`config.mk`:
```
export PLATFORM = sky130hd
export DESIGN_NAME = vend_payout_sequencer
export DESIGN_NICKNAME = d
export VERILOG_FILES = /design/src/rtl/vend_pkg.sv /design/src/rtl/coin_select.sv /design/src/rtl/vend_payout_sequencer.sv
export SDC_FILE = /design/constraint.sdc
export NUM_CORES = 1
export LEC_CHECK = 0
export ABC_AREA = 1
export CAP_MARGIN = 20
export CORE_MARGIN = 3
export CORE_UTILIZATION = 39
export DETAILED_ROUTE_END_ITERATION = 12
export MAX_ROUTING_LAYER = met4
export PLACE_DENSITY = 0.69
export SYNTH_ARGS = -nofsm -noshare
export SYNTH_HDL_FRONTEND = slang
export SYNTH_HIERARCHICAL = 1
export SYNTH_SLANG_ARGS = --single-unit
export TNS_END_PERCENT = 50
```
`constraint.sdc`:
```
create_clock -name clk -period 2.3 [get_ports clk]
set_input_delay 0.46 -clock clk [delete_from_list [all_inputs] [get_ports clk]]
set_output_delay 0.46 -clock clk [all_outputs]
set_load 0.05 [all_outputs]
```
`src/rtl/vend_pkg.sv`:
```
// Shared types and constants for the vend payout sequencer and its coin picker.
package vend_pkg;

    typedef enum logic [2:0] {
        IDLE,
        DISPENSE,
        PAY,
        WAIT_ACK,
        DONE,
        FAULT
    } state_e;

    // One-hot coin encodings, same bit positions as the coin input bus
    localparam logic [2:0] COIN_NONE = 3'b000;
    localparam logic [2:0] COIN_1    = 3'b001;
    localparam logic [2:0] COIN_2    = 3'b010;
    localparam logic [2:0] COIN_5    = 3'b100;

    localparam int unsigned COIN_VAL_1 = 1;
    localparam int unsigned COIN_VAL_2 = 2;
    localparam int unsigned COIN_VAL_5 = 5;

endpackage

```
`src/rtl/coin_select.sv`:
```
// Combinational greedy coin picker: largest available coin not exceeding remaining.
// With HOPPER_LOW_EN defined, empty hopper tubes are skipped.
module coin_select
    import vend_pkg::*;
#(
    parameter int unsigned CHG_W = 4
) (
    input  logic [CHG_W-1:0] remaining,
`ifdef HOPPER_LOW_EN
    input  logic [2:0]       hopper_empty,
`endif
    output logic [2:0]       coin,
    output logic [CHG_W-1:0] value,
    output logic             valid
);

    localparam logic [CHG_W-1:0] V1 = CHG_W'(COIN_VAL_1);
    localparam logic [CHG_W-1:0] V2 = CHG_W'(COIN_VAL_2);
    localparam logic [CHG_W-1:0] V5 = CHG_W'(COIN_VAL_5);

    logic [2:0] avail;

`ifdef HOPPER_LOW_EN
    assign avail = ~hopper_empty;
`else
    assign avail = 3'b111;
`endif

    always_comb begin
        coin  = COIN_NONE;
        value = '0;
        valid = 1'b0;
        if (remaining >= V5 && avail[2]) begin
            coin  = COIN_5;
            value = V5;
            valid = 1'b1;
        end else if (remaining >= V2 && avail[1]) begin
            coin  = COIN_2;
            value = V2;
            valid = 1'b1;
        end else if (remaining >= V1 && avail[0]) begin
            coin  = COIN_1;
            value = V1;
            valid = 1'b1;
        end
    end

endmodule

```
`src/rtl/vend_payout_sequencer.sv`:
```
// Vend controller: runs the motor until drop, then pays change one coin per hopper handshake.
// Optional HOPPER_LOW_EN adds hopper_empty so empty denominations are skipped.
module vend_payout_sequencer
    import vend_pkg::*;
#(
    parameter int unsigned CHG_W   = 4,
    parameter int unsigned TIMEOUT = 31,
    parameter int unsigned TMR_W   = 5
) (
    input  logic             clk,
    input  logic             reset,
    input  logic             vend_req,
    input  logic [CHG_W-1:0] change_in,
    input  logic             drop_sense,
    output logic [2:0]       eject,
    input  logic             eject_ack,
    output logic             motor_on,
    output logic             coin_inhibit,
    output logic             busy,
    output logic             vend_done,
    output logic             fault,
`ifdef HOPPER_LOW_EN
    input  logic [2:0]       hopper_empty,
`endif
    input  logic             fault_clr
);

    localparam logic [TMR_W-1:0] TMR_MAX = TMR_W'(TIMEOUT);

    state_e           state_q, state_d;
    logic [CHG_W-1:0] remaining_q, remaining_d;
    logic [CHG_W-1:0] pay_value_q, pay_value_d;
    logic [TMR_W-1:0] timer_q, timer_d;
    logic [2:0]       eject_q, eject_d;
    logic             motor_on_q, coin_inhibit_q, busy_q, vend_done_q, fault_q;

    logic [2:0]       sel_coin;
    logic [CHG_W-1:0] sel_value;
    logic             sel_valid;

    coin_select #(
        .CHG_W(CHG_W)
    ) u_coin_select (
        .remaining    (remaining_q),
`ifdef HOPPER_LOW_EN
        .hopper_empty (hopper_empty),
`endif
        .coin         (sel_coin),
        .value        (sel_value),
        .valid        (sel_valid)
    );

    always_comb begin
        state_d     = state_q;
        remaining_d = remaining_q;
        pay_value_d = pay_value_q;
        timer_d     = timer_q;
        eject_d     = eject_q;
        case (state_q)
            IDLE: begin
                timer_d = '0;
                eject_d = COIN_NONE;
                if (vend_req) begin
                    remaining_d = change_in;
                    state_d     = DISPENSE;
                end
            end
            DISPENSE: begin
                // Drop wins over a coincident timeout
                if (drop_sense) begin
                    timer_d = '0;
                    state_d = (remaining_q == '0) ? DONE : PAY;
                end else if (timer_q == TMR_MAX) begin
                    state_d = FAULT;
                end else begin
                    timer_d = timer_q + TMR_W'(1);
                end
            end
            PAY: begin
                timer_d = '0;
                if (sel_valid) begin
                    eject_d     = sel_coin;
                    pay_value_d = sel_value;
                    state_d     = WAIT_ACK;
                end else begin
                    state_d = FAULT;
                end
            end
            WAIT_ACK: begin
                if (eject_ack) begin
                    remaining_d = remaining_q - pay_value_q;
                    eject_d     = COIN_NONE;
                    timer_d     = '0;
                    state_d     = (remaining_d == '0) ? DONE : PAY;
                end else if (timer_q == TMR_MAX) begin
                    // remaining kept for debug
                    eject_d = COIN_NONE;
                    state_d = FAULT;
                end else begin
                    timer_d = timer_q + TMR_W'(1);
                end
            end
            DONE: begin
                state_d = IDLE;
            end
            FAULT: begin
                eject_d = COIN_NONE;
                timer_d = '0;
                if (fault_clr) begin
                    state_d = IDLE;
                end
            end
            default: begin
                state_d = IDLE;
            end
        endcase
    end

    always_ff @(posedge clk or negedge reset) begin
        if (!reset) begin
            state_q        <= IDLE;
            remaining_q    <= '0;
            pay_value_q    <= '0;
            timer_q        <= '0;
            eject_q        <= COIN_NONE;
            motor_on_q     <= 1'b0;
            coin_inhibit_q <= 1'b0;
            busy_q         <= 1'b0;
            vend_done_q    <= 1'b0;
            fault_q        <= 1'b0;
        end else begin
            state_q        <= state_d;
            remaining_q    <= remaining_d;
            pay_value_q    <= pay_value_d;
            timer_q        <= timer_d;
            eject_q        <= eject_d;
            motor_on_q     <= (state_d == DISPENSE);
            coin_inhibit_q <= (state_d != IDLE);
            busy_q         <= (state_d != IDLE);
            vend_done_q    <= (state_d == DONE);
            fault_q        <= (state_d == FAULT);
        end
    end

    assign eject        = eject_q;
    assign motor_on     = motor_on_q;
    assign coin_inhibit = coin_inhibit_q;
    assign busy         = busy_q;
    assign vend_done    = vend_done_q;
    assign fault        = fault_q;

endmodule

```
==> results.json <==
{
  "fin_cells": 262,
  "drc_errors": 0,
  "avgViaCountPerCell": 4.71,
  "worst-setup-path-type": "flip-flop to flip-flop",
  "dp_hpwl_um": 2250,
  "die-area_um2": 4360,
  "num_io_pins": 18,
  "p_sw_frac": 0.520,
  "vias": 1235,
  "wl_um": 2800,
  "first_pass_iters": 4,
  "coreArea_um2": 3420,
  "maxCapViolCount": 0,
  "worstHoldPathType": "input port to asynchronous set/reset pin",
  "synth_enable_flop_cells": 0,
  "fin_ws_ns": 0.257,
  "power_leakage_uw": 0.000901,
  "grt_overflow": 0,
  "r2r_start": "remaining_q[0]$_DFFE_PN0P_",
  "tns_ns": 0,
  "syn_inst": 197,
  "critPathMaxFanout": 4,
  "hold_viol": 0,
  "cp-start-kind": "flip-flop",
  "wire_per_inst_um": 10.7,
  "peakVddDrop_mv": 0.483,
  "syn_to_final_growth_pct": 17.1,
  "crit_required_ns": 2.52,
  "grt_usage": 0.154,
  "die_w_um": 66.0,
  "fin_crit_sh": 0.888,
  "ys_ff_latch": 23,
  "end_kind": "flip-flop",
  "grt_pass1_vias": 1193,
  "ys_seq_area_frac": 0.410,
  "worstSkewPairLatency_ns": 0.33,
  "seqPwrFrac": 0.291,
  "portBuffers": 17,
  "clockRootBuffer": "clkbuf_4",
  "antenna_found_initial": 0,
  "synth_nets": 212,
  "post_cts_resize_count": 0,
  "clockBufferDepth": 2,
  "maxSlewViolCount": 0,
  "setup_viol": 0,
  "drive_gt1_frac": 0.0741,
  "crit_path_start": "remaining_q[0]$_DFFE_PN0P_",
  "ys_warn_count": 6,
  "gp_congestion": 0.902,
  "nets": 232,
  "ys_async_sr_fraction": 1.00,
  "arrival_ns": 2.26,
  "synthFlopType": "dfrtp_1",
  "clk_pin_slew_worst_paths_ns": 0.13,
  "fin_skew_ns": 0.00847,
  "avgSynthCellArea_um2": 7.13,
  "grt_max_degree": 24,
  "synth_area_um2": 1410,
  "start_util": 0.411,
  "rows": 21,
  "place_inst": 257,
  "cts.sinks": 23,
  "htree_levels": 1,
  "ys_types": 27,
  "die_y_um": 66.0,
  "utilization": 0.482,
  "outcome": "completed",
  "p_per_area_nw_per_um2": 1440,
  "layout_min_cycle_time_ns": 2.04,
  "dp_slack_ns": 0.251,
  "rsz0062_at_grt": "false",
  "max_freq_ghz": 0.489,
  "p_clk_frac": 0.081,
  "p_int_uw": 1130,
  "grt_first_pass_wirelength_um": 5090,
  "ant_nets": 0,
  "cts_tree": "yes",
  "drt-initial-drc-count": 44,
  "combinationalPowerShare": 0.628,
  "power.switching_uw": 1230,
  "cts_made_buffers": 3,
  "n_antenna_cell": 0
}
## cells by family (layout without fill, tap and decap cells)
logic type                 count (synthesis)  count (layout)  synth area share
and+or+nand+nor                          105             105             0.314
buffers and inverters                     37              56             0.110
AOI/OAI and AO/OA                         24              24            0.0997
DFF                                       23              23             0.410
adders and majority gates                  5               5            0.0499
other                                      1               1           0.00267
xor gates and xnor gates                   1               1           0.00623
muxes                                      1               1           0.00801
## power groups by stage
stage	combinational, uW	clock, uW	sequential [uW]
after floorplan	1040	0	809
after global placement	1460	0	701
after detailed placement	1470	0	701
after CTS	1480	197	692
after global routing	1720	219	714
final	1480	191	687
## critical path, cell delays in order (launching register included)
cell	delay (ns)
dfrtp_1	0.41
inv_1	0.11
ha_1	0.16
inv_1	0.06
fa_1	0.43
inv_1	0.09
nand3_1	0.06
nor2_1	0.16
nand3_1	0.11
nand2_1	0.11
nand2_1	0.08
nor2_1	0.09
nand2_1	0.05
## synth_stat cells, types with 2 or more instances
cell / instances / area [um^2]
a21oi_1: 6 / 30.0
dfrtp_1: 23 / 576
nand3_1: 15 / 75.1
nand2_2: 2 / 12.5
ha_1: 4 / 50.1
buf_4: 4 / 30.0
nand4_1: 2 / 12.5
inv_1: 30 / 113
o21ai_1: 2 / 10.0
inv_2: 2 / 7.51
o21ai_2: 2 / 17.5
nor2_1: 35 / 131
o211ai_1: 4 / 30.0
nand2_1: 46 / 173
o21ai_0: 8 / 40.0
## state kept, by name (all words and copies together) (netlist names)
| signal | cells |
|---|---|
| pay_value_q | 4 |
| remaining_q | 4 |
| fault | 1 |
| eject | 3 |
| state_q | 3 |
| timer_q | 5 |
| motor_on | 1 |
| busy | 1 |
| vend_done | 1 |
## stage by stage
stage,total power [uW],hold WS [ns],cell area (um^2)
3_5_place_dp,2170,0.476,1610
5_1_grt,2650,0.504,1650
2_1_floorplan,1850,0.164,1410
4_1_cts,2360,0.486,1640
6_report,2360,0.473,1650
3_3_place_gp,2160,0.468,1610
## final timing paths
check | end | slack, ns | cells past startpoint
worst min register to register | eject[2]$_DFFE_PN0P_ | 0.50 | 2
worst max register to register | busy$_DFF_PN0_ | 0.26 | 12
min in group clk | eject[2]$_DFFE_PN0P_ | 0.50 | 2
max in group asynchronous | timer_q[2]$_DFFE_PN0P_ | 1.59 | 2
worst min-delay path | pay_value_q[3]$_DFFE_PN0P_ | 0.47 | 2
worst max-delay path | busy$_DFF_PN0_ | 0.26 | 12
## layout by cell type, fill, tap and decap left out, types with 2 or more instances in the layout
cell type,count
nand3_1,15
nand4_1,2
a21oi_1,6
o21ai_0,8
ha_1,4
nand2_2,2
o21ai_2,2
clkbuf_4,3
inv_1,30
nand2_1,46
nor2_1,35
o211ai_1,4
o21ai_1,2
clkdlybuf4s50_1,17
inv_2,2
buf_4,2
dfrtp_1,23
## routing by layer
| layer | track usage | share of wire | up-vias |
|---|---|---|---|
| met5 | - | 0 | - |
| met4 | 0.0457 | 0.015 | 0 |
| met3 | 0.0204 | 0.039 | 5 |
| met2 | 0.253 | 0.47 | 25 |
| met1 | 0.198 | 0.48 | 554 |
| li1 | - | - | 651 |
## cell type report
type,count,area [um^2]
sequential,23,576
clock buffer,3,22.5
fill,337,1770
multi-input combinational,137,676
timing repair buffer,19,185
clock inverter,1,5.00
inverter,33,124
tap,46,57.6
## timing repair
item	CTS	global route
endpoints found under the setup margin	0	3
hold buffers	0	0
setup buffers	0	1
Power figures use the tool's default switching activity.
